<file path="src/rtl/pipes_updater_pkg.sv">
// Shared pipe obstacle types and geometry used by the updater,
// the renderer and the collision logic.
package pipes_updater_pkg;

    localparam int SCREEN_WIDTH_D = 640;
    localparam int PIPE_WIDTH_D   = 52;

    typedef struct packed {
        logic signed [10:0] x;
        logic        [8:0]  gap_y;
    } pipe_t;

    typedef enum logic [1:0] {
        S_IDLE,
        S_START,
        S_ITER,
        S_SPAWN
    } upd_state_e;

endpackage

</file>
<file path="src/rtl/pipes_updater_if.sv">
// Iterate/insert port of the pipe list; the updater is the master.
import pipes_updater_pkg::*;

interface pipes_updater_if;

    logic [4:0] count;
    logic       iter_start;
    logic       iter_done;
    pipe_t      iter_out;
    pipe_t      iter_in;
    logic       iter_remove;
    logic       insert_en;
    pipe_t      insert_data;

    modport master (
        input  count,
        input  iter_done,
        input  iter_out,
        output iter_start,
        output iter_in,
        output iter_remove,
        output insert_en,
        output insert_data
    );

    modport slave (
        output count,
        output iter_done,
        output iter_out,
        input  iter_start,
        input  iter_in,
        input  iter_remove,
        input  insert_en,
        input  insert_data
    );

endinterface

</file>
<file path="src/rtl/pipes_updater_lfsr16.sv">
// 16-bit Fibonacci LFSR (taps 16,14,13,11) used to randomise gap height.
module lfsr16 #(
    parameter logic [15:0] SEED = 16'hACE1
) (
    input  logic        clk,
    input  logic        rst,
    input  logic        ce,
    input  logic        step,
    output logic [15:0] value
);

    logic [15:0] r_state;
    logic        w_fb;

    assign w_fb  = r_state[15] ^ r_state[13] ^ r_state[12] ^ r_state[10];
    assign value = r_state;

    always_ff @(posedge clk) begin
        if (rst) begin
            r_state <= SEED;
        end else if (ce && step) begin
            r_state <= {r_state[14:0], w_fb};
        end
    end

endmodule

</file>
<file path="src/rtl/pipes_updater.sv">
// Per-frame pipe scroller/spawner: one iterate pass over the pipe list,
// then an optional append of a freshly spawned pipe.
import pipes_updater_pkg::*;

module pipes_updater #(
    parameter int SCREEN_WIDTH   = SCREEN_WIDTH_D,
    parameter int PIPE_WIDTH     = PIPE_WIDTH_D,
    parameter int SPAWN_INTERVAL = 200,
    parameter int MAX_PIPES      = 16,
    parameter int GAP_MIN        = 64,
    parameter int GAP_RANGE_LOG2 = 7
) (
    input  logic                   clk,
    input  logic                   rst,
    input  logic                   ce,
    input  logic                   frame_start,
    input  logic [3:0]             speed,
    output logic                   busy,
    output logic                   done,
    output logic                   frame_missed,
    pipes_updater_if.master        lst
);

    upd_state_e r_state;
    upd_state_e w_next;

    logic [9:0]  r_dist;
    logic [3:0]  r_spd_q;
    logic [15:0] w_lfsr;
    logic [10:0] w_dist_sum;
    logic        w_accept;
    logic        w_spawn;
    logic        w_in_step;

    logic signed [11:0] w_nx;
    logic signed [11:0] w_edge;

    assign w_accept   = (r_state == S_IDLE) && frame_start;
    assign w_dist_sum = {1'b0, r_dist} + 11'(speed);
    assign w_spawn    = (r_state == S_SPAWN)
                      && (32'(r_dist) >= SPAWN_INTERVAL)
                      && (32'(lst.count) < MAX_PIPES);
    assign w_in_step  = (r_state == S_ITER) && !lst.iter_done;

    // 12-bit signed step so x near -1024 minus speed cannot wrap
    assign w_nx   = $signed({lst.iter_out.x[10], lst.iter_out.x})
                  - $signed({8'b0, r_spd_q});
    assign w_edge = w_nx + 12'(PIPE_WIDTH);

    lfsr16 #(
        .SEED (16'hACE1)
    ) u_lfsr (
        .clk   (clk),
        .rst   (rst),
        .ce    (ce),
        .step  (w_spawn),
        .value (w_lfsr)
    );

    always_ff @(posedge clk) begin
        if (rst) begin
            r_state <= S_IDLE;
        end else if (ce) begin
            r_state <= w_next;
        end
    end

    always_ff @(posedge clk) begin
        if (rst) begin
            r_dist  <= '0;
            r_spd_q <= '0;
        end else if (ce) begin
            if (w_accept) begin
                r_spd_q <= speed;
                r_dist  <= w_dist_sum[10] ? 10'h3FF : w_dist_sum[9:0];
            end else if (w_spawn) begin
                r_dist  <= r_dist - 10'(SPAWN_INTERVAL);
            end
        end
    end

    always_comb begin
        w_next = r_state;
        unique case (r_state)
            S_IDLE:  if (frame_start) w_next = S_START;
            S_START: w_next = S_ITER;
            S_ITER:  if (lst.iter_done) w_next = S_SPAWN;
            S_SPAWN: w_next = S_IDLE;
            default: w_next = S_IDLE;
        endcase
    end

    always_comb begin
        busy             = (r_state != S_IDLE);
        done             = (r_state == S_SPAWN);
        frame_missed     = frame_start && (r_state != S_IDLE);
        lst.iter_start   = (r_state == S_START);
        lst.iter_remove  = 1'b0;
        lst.iter_in      = '0;
        lst.insert_en    = w_spawn;
        lst.insert_data  = '0;
        if (w_in_step) begin
            lst.iter_remove   = w_edge[11] || (w_edge == 12'sd0);
            lst.iter_in.x     = w_nx[10:0];
            lst.iter_in.gap_y = lst.iter_out.gap_y;
        end
        if (w_spawn) begin
            lst.insert_data.x     = 11'(SCREEN_WIDTH);
            lst.insert_data.gap_y = 9'(GAP_MIN)
                                  + 9'(w_lfsr[GAP_RANGE_LOG2-1:0]);
        end
    end

endmodule

</file>
<file path="src/flat_wrapper.sv">
// flat-port wrapper written by rule: the top's interface ports become plain ports
module pipes_updater_flat 
#(
    parameter int SCREEN_WIDTH   = SCREEN_WIDTH_D,
    parameter int PIPE_WIDTH     = PIPE_WIDTH_D,
    parameter int SPAWN_INTERVAL = 200,
    parameter int MAX_PIPES      = 16,
    parameter int GAP_MIN        = 64,
    parameter int GAP_RANGE_LOG2 = 7
)
  (clk, rst, ce, frame_start, speed, busy, done, frame_missed, lst_count, lst_iter_done, lst_iter_out, lst_iter_start, lst_iter_in, lst_iter_remove, lst_insert_en, lst_insert_data);
  pipes_updater_if lst_i ();
  input  logic clk;
  input  logic rst;
  input  logic ce;
  input  logic frame_start;
  input  logic [3:0] speed;
  output logic busy;
  output logic done;
  output logic frame_missed;
  input wire logic [$bits(lst_i.count)-1:0] lst_count;
  input wire logic [$bits(lst_i.iter_done)-1:0] lst_iter_done;
  input wire logic [$bits(lst_i.iter_out)-1:0] lst_iter_out;
  output wire logic [$bits(lst_i.iter_start)-1:0] lst_iter_start;
  output wire logic [$bits(lst_i.iter_in)-1:0] lst_iter_in;
  output wire logic [$bits(lst_i.iter_remove)-1:0] lst_iter_remove;
  output wire logic [$bits(lst_i.insert_en)-1:0] lst_insert_en;
  output wire logic [$bits(lst_i.insert_data)-1:0] lst_insert_data;
  assign lst_i.count = lst_count;
  assign lst_i.iter_done = lst_iter_done;
  assign lst_i.iter_out = lst_iter_out;
  assign lst_iter_start = lst_i.iter_start;
  assign lst_iter_in = lst_i.iter_in;
  assign lst_iter_remove = lst_i.iter_remove;
  assign lst_insert_en = lst_i.insert_en;
  assign lst_insert_data = lst_i.insert_data;
  pipes_updater #(.SCREEN_WIDTH(SCREEN_WIDTH), .PIPE_WIDTH(PIPE_WIDTH), .SPAWN_INTERVAL(SPAWN_INTERVAL), .MAX_PIPES(MAX_PIPES), .GAP_MIN(GAP_MIN), .GAP_RANGE_LOG2(GAP_RANGE_LOG2)) u_core (.clk(clk), .rst(rst), .ce(ce), .frame_start(frame_start), .speed(speed), .busy(busy), .done(done), .frame_missed(frame_missed), .lst(lst_i));
endmodule
</file>
<file path="config.mk">
export PLATFORM = sky130hd
export DESIGN_NAME = pipes_updater_flat
export DESIGN_NICKNAME = d
export VERILOG_FILES = /design/src/rtl/pipes_updater_pkg.sv /design/src/rtl/pipes_updater_if.sv /design/src/rtl/pipes_updater_lfsr16.sv /design/src/rtl/pipes_updater.sv /design/src/flat_wrapper.sv
export SDC_FILE = /design/constraint.sdc
export NUM_CORES = 1
export LEC_CHECK = 0
export ABC_AREA = 0
export BUFFER_PORTS_ARGS = -buffer_cell sky130_fd_sc_hd__buf_2
export CORE_UTILIZATION = 36
export DETAILED_ROUTE_END_ITERATION = 10
export MAX_ROUTING_LAYER = met4
export PLACE_DENSITY = 0.69
export SLEW_MARGIN = 25
export SYNTH_ARGS = -nofsm -noshare
export SYNTH_HDL_FRONTEND = slang
export SYNTH_HIERARCHICAL = 1
export SYNTH_SLANG_ARGS = --single-unit
</file>
<file path="constraint.sdc">
create_clock -name clk -period 2.8 [get_ports clk]
set_input_delay 0.42 -clock clk [delete_from_list [all_inputs] [get_ports clk]]
set_output_delay 0.42 -clock clk [all_outputs]
set_load 0.01 [all_outputs]
</file>
== Word level (Yosys, flattened, before mapping) ==
Cells that the tools add are included.
Storage, ports and cells
  flip-flop bits (word level): 32
  bits in latches: 0
  RAM bits: 0
  memory bits (read-only): 0
  memories kept: 0
Operators by class
  $add $sub $neg: 5
  multiply operators: 0
  divide/modulo/power cells: 0
  $lt $le $gt $ge: 2
  eq/ne operators: 5
  shifts and indexed selects: 0
  muxes and demuxes: 9
  bitwise logic cells: 3
  reduce and logical (&&, ||, !) cells: 15
Operators by type and width (count)
  10-bit two-way mux: 3
  20-bit two-way mux: 1
  19-bit two-way mux: 1
  12-bit by 7-bit adder with 12-bit output, second input constant: 1
  12-bit logical NOT: 1
  11-bit by 5-bit subtractor with 12-bit output: 1
  10-bit by 4-bit adder with 11-bit output: 1
  10-bit by 8-bit >= comparator with 1-bit output, second input constant: 1
  10-bit by 8-bit subtractor with 10-bit output, second input constant: 1
  7-bit by 7-bit adder with 8-bit output, first input constant: 1
  2-bit one-hot mux with 4 select lines: 1
  1-bit logical AND: 6
  5-bit < comparator, second input constant: 1
  2-bit == test, second input constant: 2
  2-bit two-way mux: 2
  2-bit != test, second input constant: 2
  2-bit AND reduction: 2
  2-bit nonzero test: 2
  3-bit AND reduction: 1
  1-bit bitwise XOR: 3
  2-bit by 1-bit == test with 1-bit output, second input constant: 1
  2-bit logical NOT: 1
  1-bit logical NOT: 1
  1-bit logical OR: 1
  1-bit two-way mux: 1

== Logic depth before layout (Yosys ltp) ==
Gate-level depths: netlist of the first run.
  depth in word-level cells: 5
  mapped depth: 10
  gate-level depth less buffers: 8

== Modules after synthesis ==
Netlist of the first run, hierarchy kept.
Modules (own cells, without submodules)
  pipes_updater: times used 1, cells an instance 255, area each 1853.0 sq um, sequential area each 320.3 sq um
  lfsr16: times used 1, cells an instance 73, area each 638.1 sq um, sequential area each 320.3 sq um

== Worst setup path after synthesis of the first run ==
Ideal clock, no wire load.
  path kind: input to output
  start: input lst_iter_out[12]
  end: output lst_iter_remove
  data arrival time: 2.396 ns
  data required time: 2.380 ns
  path slack: -0.016 ns
  cell stages on the path: 7
  path buffers: 1
  cells stage by stage: ha_1 -> or3_1 -> buf_2 -> or4_4 -> or4_4 -> a22oi_1 -> a31oi_1
Between the ends
  longest elaborated chain between the ends: 5
Ends and longest elaborated chain
  from (decl): line flat_wrapper.sv:23  | input wire logic [$bits(lst_i.iter_out)-1:0] lst_iter_out;
  11-bit by 5-bit subtractor with 12-bit output (*): line pipes_updater.sv:47  | - $signed({8'b0, r_spd_q});
  12-bit by 7-bit adder with 12-bit output (*): line pipes_updater.sv:48  | assign w_edge = w_nx + 12'(PIPE_WIDTH);
  12-bit logical NOT: line pipes_updater.sv:103  | lst.iter_remove = w_edge[11] || (w_edge == 12'sd0);
  1-bit logical OR (*): line pipes_updater.sv:103
  1-bit two-way mux (*): line pipes_updater.sv:102  | if (w_in_step) begin
  to (decl): line flat_wrapper.sv:26  | output wire logic [$bits(lst_i.iter_remove)-1:0] lst_iter_remove;
Every way passes the cells marked *; elsewhere a longest branch is shown, timed or not.

== Worst setup path after layout of the first run ==
  start: register u_core.r_spd_q[3]
  end: output lst_iter_remove
Between the ends
  longest elaborated chain between the ends: 5
Ends and longest elaborated chain
  from (decl): line pipes_updater.sv:28  | logic [3:0] r_spd_q;
  from (signal assigned): line pipes_updater.sv:74  | r_spd_q <= speed;
  11-bit by 5-bit subtractor with 12-bit output (*): line pipes_updater.sv:47
  12-bit by 7-bit adder with 12-bit output (*): line pipes_updater.sv:48
  12-bit logical NOT: line pipes_updater.sv:103
  1-bit logical OR (*): line pipes_updater.sv:103
  1-bit two-way mux (*): line pipes_updater.sv:102
Marks and branches as above.

==> results of run 1 <==
-- stage by stage --
stage / hold slack [ns] / setup TNS, ns
global route: 0.403 / -0.419
global placement: 0.443 / -0.0384
finish: 0.398 / -0.268
detailed placement: 0.444 / -0.0972
floorplan: 0.432 / 0
CTS: 0.392 / -0.259
-- final timing paths --
check	startpoint	end	cells after the start
min reg2reg	u_core/u_lfsr/value[14]	u_core/u_lfsr/value[14]	2
max reg2reg	u_core/r_state[1]	u_core/u_lfsr/value[12]	6
min	speed[0]	u_core/r_spd_q[0]	3
max	u_core/r_spd_q[3]	lst_iter_remove	8
-- logic make-up (layout without fill, tap and decap cells) --
family,after synthesis,after routing,synth area share
xor+xnor,15,15,0.0527
fa+ha+maj,16,16,0.0864
flops,32,32,0.257
compound gates,83,83,0.223
mux,2,2,0.00804
simple gates,134,134,0.273
other cells,1,11,0.00151
buf+inv,45,101,0.0979
-- power by group through the flow --
| stage | combinational (µW) | clock (µW) | sequential (µW) |
|---|---|---|---|
| after floorplan | 185 | 0 | 483 |
| after global placement | 240 | 0 | 489 |
| after detailed placement | 246 | 0 | 489 |
| after CTS | 254 | 444 | 479 |
| after global routing | 286 | 469 | 481 |
| final | 257 | 430 | 480 |
-- sequential cells by signal (all words and copies together) (netlist names) --
register	flops
u_core/r_state	2
u_core/r_dist	10
u_core/r_spd_q	4
u_core/u_lfsr/value	16
-- cell usage after synthesis, drive strengths merged (2+ instances only) --
library cell,instances
a211o,2
a211oi,6
a21o,3
a21oi,30
a221oi,3
a31o,2
a31oi,2
and2,20
and3,3
buf,17
clkbuf,11
dfxtp,32
fa,2
ha,14
inv,17
mux2i,2
nand2,50
nand2b,4
nand3,3
nand3b,9
nor2,22
nor2b,7
nor3,6
o211ai,2
o21a,5
o21ai,10
o22ai,4
o31ai,2
o32ai,2
or3,2
or4,3
xnor2,11
xor2,4
-- what timing repair did --
item / CTS / global route
pin swaps: 1 / 4
gates resized for setup: 9 / 1
cloned: 0 / 0
setup buffers: 2 / 1
setup endpoints to repair: 2 / 3
-- area by class of cell --
class | instances | area, µm² | area share
multi-input cells | 260 | 1680 | 0.560
repair buffers | 76 | 412 | 0.137
inverters | 17 | 63.8 | 0.0212
clock inverters | 2 | 35.0 | 0.0116
flip-flops and latches | 32 | 642 | 0.213
well taps | 77 | 96.3 | 0.0320
diodes | 1 | 2.50 | 0.000832
clock buffers | 6 | 72.6 | 0.0241
-- routing by layer --
metal  GRT usage  share of wire  vias up  wire [µm]
met4      0.0570          0.011        0         63
met2       0.293           0.48       94       2770
li1            -              -     1247          -
met1       0.186           0.44     1112       2500
met3      0.0350          0.071        5        410
met5           -              0        -          0
-- critical path, stage by stage, from the launching register on --
cell and delay, ns:
dfxtp_2 0.33, inv_2 0.04, ha_4 0.15, or3_4 0.33
or4_4 0.43, or4_4 0.54, a22oi_2 0.20, a31oi_1 0.10
buf_2 0.15
==> results.md, run 1 <==
- Initial antenna violation count: 1
- Tmin final: 2.96 ns
- Net Sw Power: 327 µW
- Seq/Total Area, Yosys: 0.257
- First-pass GRT wire length: 9600 µm
- Synth Register Bits: 32
- CTS Buf Count: 5
- Largest cells by area after synthesis: dfxtp_1, nand2_1, ha_1
- H-Tree Depth: 2
- Type of the worst setup path: register to output port
- Starting Density: 0.381
- Switch share: 0.281
- Status: complete, but fails checks
- Die Area: 7260 µm²
- Largest net degree at the start of global routing: 34
- CTS tree: done
- Clock Power Share: 0.369
- DRT iter0 DRCs: approximately 180
- Top FF cell, synth: dfxtp_1
- Failing checks: setup timing
- Slew @ Worst Pin: 0.663 ns
- Post-Route Utilization: 0.461
- Final WS setup: -0.163 ns
- Upper clock frequency limit: about 340 MHz
- Fillers: 649
- Synth area leader: dfxtp_1
- Vias: between 2000 and 2500
- Clock sinks: 32
- Syn Std Cell Area: 2490 µm²
- Setup WS pre-CTS: -0.0972 ns
- Final WL: 5750 µm
- CP endpoint kind: output port
- Fin crit share: 1.06
- P_int: 839 µW
- Share of the synthesized area in the top cell type: 0.257
- Leakage: 0.00135 µW
- Logic pwr share: 0.220
- Final cell count without fillers: 471
- Dpl cells: 459
- Clock latency on the worst-skew pair: 0.28 ns
- Grt ovf: 0
- WP data arrival: 2.54 ns
- Async set-reset flop share out of synthesis: 0
- Post-synth EDFFs: 0
- Final Hold Viols: 0
- Synthesis Warnings: 6
- Final setup fails: 2
- DP HPWL: 4190 µm
- Total power: 1170 µW
- Root buffer cell: clkbuf_8
- CTS Buffer Depth: 2
- Die H: 85.2 µm
- Critical path fanouts, max: 2
- Gr usage total: 0.166
- Netlist cell types: 57
- RSZ-0062 raised after global routing: yes
- Clock transition at path regs: 0.06 ns
- Hold WC Path Type: input pin to register
- CTS hold repair buffers: 0
- Pre-Repair DR Iteration Count: 4
- Skew final: 0.00462 ns
- Die Width: 85.2 µm
- Nets: 442
- Mapped Cells: between 300 and 400
- GPL Wtd Cong: between 0.9 and 1
- # DRC: 0
- DP Area: 2830 µm²
- WL per Instance: 12.2 µm
- CP startpoint kind: register
- Synth-to-layout area growth: 20.7%
- Syn_area_per_cell: 7.59 µm²
- I/O Buffers: 65
- Pwr Density: 388 nW/µm²
- Peak VDD IR: 0.159 mV
- Max Cap Viol: 0
- Worst slew margin: 0.557
- Mean number of vias per cell: ~5.2
- Highest-count cells in the layout ignoring fill and taps: buf_2, nand2_1, dfxtp_1
- Design area: about 3000 µm²
- I/O pins: 80
- Slew Limit Fails: 0
- FP Rows: 29
- Antenna viol nets, final: 0
- Layout cells sized above 1: 0.267
- Vias in the first global route: 2163
- Core Area: 6530 µm²
- Most common cell after layout, fill and taps aside: buf_2
- Reg power frac: 0.411
- Req. time, crit path: 2.38 ns
- Internal reg-to-reg setup slack: around 0.43 ns
Note: power is estimated with default switching activity, not from simulation.
==> run 2: changes to the inputs <==
--- a/config.mk
+++ b/config.mk
@@ -8,7 +8,8 @@
 export ABC_AREA = 0
+export ABC_CLOCK_PERIOD_IN_PS = 2800
 export BUFFER_PORTS_ARGS = -buffer_cell sky130_fd_sc_hd__buf_2
-export CORE_UTILIZATION = 36
+export CORE_UTILIZATION = 39
 export DETAILED_ROUTE_END_ITERATION = 10
 export MAX_ROUTING_LAYER = met4
-export PLACE_DENSITY = 0.69
+export PLACE_DENSITY = 0.73
 export SLEW_MARGIN = 25
==> constraint.sdc (replaced) <==
create_clock -name clk -period 2.8 [get_ports clk]
set_input_delay 0.14 -clock clk [delete_from_list [all_inputs] [get_ports clk]]
set_output_delay 0.14 -clock clk [all_outputs]
set_load 0.01 [all_outputs]
==> run 2 against run 1 <==
The run now ends clean. Worst hold slack got worse by 0.28 ns. Clock skew grew 0.0015 ns. Largest cell class unchanged. Sequential power about the same. Flip-flop and latch count unchanged. Via count decreased by 0.16%. Critical path depth unchanged. First-iteration DRC count is 6.3% higher. Maximum frequency grew 7.7%. Design area down 2.0%.
==> results.md, run 2 (synthesized netlist as in run 1, its figures left out) <==
- Critical path fanouts, max: 6 (was 2)
- # DRC: 0 (unchanged)
- First-pass GRT wire length: 8870 µm (was 9600 µm)
- WL per Instance: 12.1 µm (was 12.2 µm)
- GPL Wtd Cong: 0.901 (was 0.922)
- I/O pins: 80 (unchanged)
- Top cell by count, worst path: or4_4 (unchanged)
- H-Tree Depth: 2 (unchanged)
- CP endpoint kind: output port (unchanged)
- Core Area: 6030 µm² (was 6530 µm²)
- Nets: 438 (was 442)
- Clock Power Share: 0.375 (was 0.369)
- I/O Buffers: 65 (unchanged)
- Grt ovf: 0 (unchanged)
- Total power: 1160 µW (was 1170 µW)
- Switch share: 0.281 (about the same)
- Die Area: 6710 µm² (was 7260 µm²)
- WHS: 0.114 ns (was 0.398 ns)
- CP startpoint kind: register (unchanged)
- Root buffer cell: clkbuf_8 (unchanged)
- Slew @ Worst Pin: 0.611 ns (was 0.663 ns)
- Logic pwr share: 0.212 (was 0.220)
- CP Cell Sequence: inv_1 -> ha_4 -> or3_4 -> or4_4 -> or4_4 -> a22oi_2 -> a31oi_1 -> buf_2 (was inv_2 -> ha_4 -> or3_4 -> or4_4 -> or4_4 -> a22oi_2 -> a31oi_1 -> buf_2)
- Final setup fails: 0 (was 2)
- Antenna viol nets, final: 0 (unchanged)
- Highest-count cells in the layout ignoring fill and taps: buf_2, nand2_1, dfxtp_1 (unchanged)
- Upper clock frequency limit: 364 MHz (was 337 MHz)
- Skew final: 0.00616 ns (was 0.00462 ns)
- P_int: 835 µW (was 839 µW)
- Clock sinks: 32 (unchanged)
- Antenna diodes: 0 (was 1)
- Slew Limit Fails: 0 (unchanged)
- Max reg flops: 16 (unchanged)
- Net Sw Power: 327 µW (about the same)
- Tmin final: 2.75 ns (was 2.96 ns)
- Fillers: 572 (was 649)
- Post-Route Utilization: 0.489 (was 0.461)
- Starting Density: 0.413 (was 0.381)
- Status: completed (was complete, but fails checks)
- CTS tree: done (unchanged)
- Final WL: 5630 µm (was 5750 µm)
- DP HPWL: 4160 µm (was 4190 µm)
- Die H: 81.9 µm (was 85.2 µm)
- Max Cap Viol: 0 (unchanged)
- Pre-Repair DR Iteration Count: 4 (unchanged)
- CTS Buffer Depth: 2 (unchanged)
- CTS Buf Count: 5 (unchanged)
- Gr usage total: 0.171 (was 0.166)
- Fin crit share: 0.982 (was 1.06)
- Reg power frac: 0.413 (was 0.411)
- Vias in the first global route: 2155 (was 2163)
- Peak VDD IR: 0.165 mV (was 0.159 mV)
- DRT iter0 DRCs: 186 (was 175)
- Final Hold Viols: 0 (unchanged)
- Post-CTS Setup Bufs: 0 (was 2)
- Worst path slowest cell: or4_4 (unchanged)
- Clock transition at path regs: 0.07 ns (was 0.06 ns)
- Initial antenna violation count: 0 (was 1)
- Clock latency on the worst-skew pair: 0.28 ns (about the same)
- Worst slew margin: 0.593 (was 0.557)
- CTS hold repair buffers: 0 (unchanged)
- Req. time, crit path: 2.66 ns (was 2.38 ns)
- FP Rows: 28 (was 29)
- WP data arrival: 2.61 ns (was 2.54 ns)
- Critical path's largest stage delay: 0.51 ns (was 0.54 ns)
- Hold WC Path Type: input pin to register (unchanged)
- Synth-to-layout area growth: 18.3% (was 20.7%)
- Die Width: 81.9 µm (was 85.2 µm)
- Type of the worst setup path: register to output port (unchanged)
- Largest net degree at the start of global routing: 34 (unchanged)
- Leakage: 0.00133 µW (was 0.00135 µW)
- Most common cell after layout, fill and taps aside: buf_2 (unchanged)
- Layout cells sized above 1: 0.249 (was 0.267)
- Pwr Density: 394 nW/µm² (was 388 nW/µm²)
- Mean number of vias per cell: 5.29 (was 5.22)
- Vias: 2454 (was 2458)
[run 2: cell type report]
class | instances | area [µm²] | share of cell area
Clock buffer | 6 | 72.6 | 0.0246
Clock inverter | 2 | 35.0 | 0.0119
Inverter | 17 | 63.8 | 0.0216
Multi-Input combinational cell | 260 | 1660 | 0.564
Sequential cell | 32 | 642 | 0.218
Tap cell | 75 | 93.8 | 0.0318
Timing Repair Buffer | 72 | 378 | 0.128
[run 2: timing repair]
| item | in CTS | in global routing |
|---|---|---|
| cloned | 0 | 0 |
| resized for setup | 2 | 3 |
| pin swaps | 1 | 0 |
| setup endpoints to repair | 1 | 1 |
[run 2: power groups by stage]
stage | combinational [µW] | clock, µW | sequential, µW
floorplan | 185 | 0 | 483
global placement | 236 | 0 | 489
detailed placement | 239 | 0 | 490
CTS | 242 | 447 | 479
global route | 277 | 467 | 481
finish | 247 | 436 | 480
[run 2: final timing paths]
check,startpoint,to,slack (ns),cells past startpoint
max,u_core/r_spd_q[3],lst_iter_remove,0.05,8
min,speed[3],u_core/r_spd_q[3],0.11,3
max reg2reg,u_core/r_state[0],u_core/r_dist[4],0.60,7
min reg2reg,u_core/u_lfsr/value[8],u_core/u_lfsr/value[9],0.45,2
[run 2: critical path, delay by kind of cell, from the launching register on]
kind	cells	cell delay [ns]
fa+ha+maj	1	0.17
simple gates	3	1.34
buf+inv	2	0.21
compound gates	2	0.30
flops	1	0.32
[run 2: through the flow]
stage | TNS, ns | instances | worst slack, ns | instance area (µm²)
after floorplan | 0 | 337 | 0.356 | 2520
after global placement | 0 | 456 | 0.257 | 2820
after CTS | 0 | 464 | 0.0404 | 2930
after global routing | -0.000610 | 464 | -0.000610 | 2950
after detailed placement | 0 | 456 | 0.213 | 2820
final | 0 | 464 | 0.0497 | 2950
[run 2: metal layers]
metal / up-vias / track usage / share of wire
li1: 1235 / - / -
met1: 1104 / 0.185 / 0.43
met2: 105 / 0.308 / 0.48
met3: 10 / 0.0289 / 0.070
met4: 0 / 0.0667 / 0.013
met5: - / - / 0
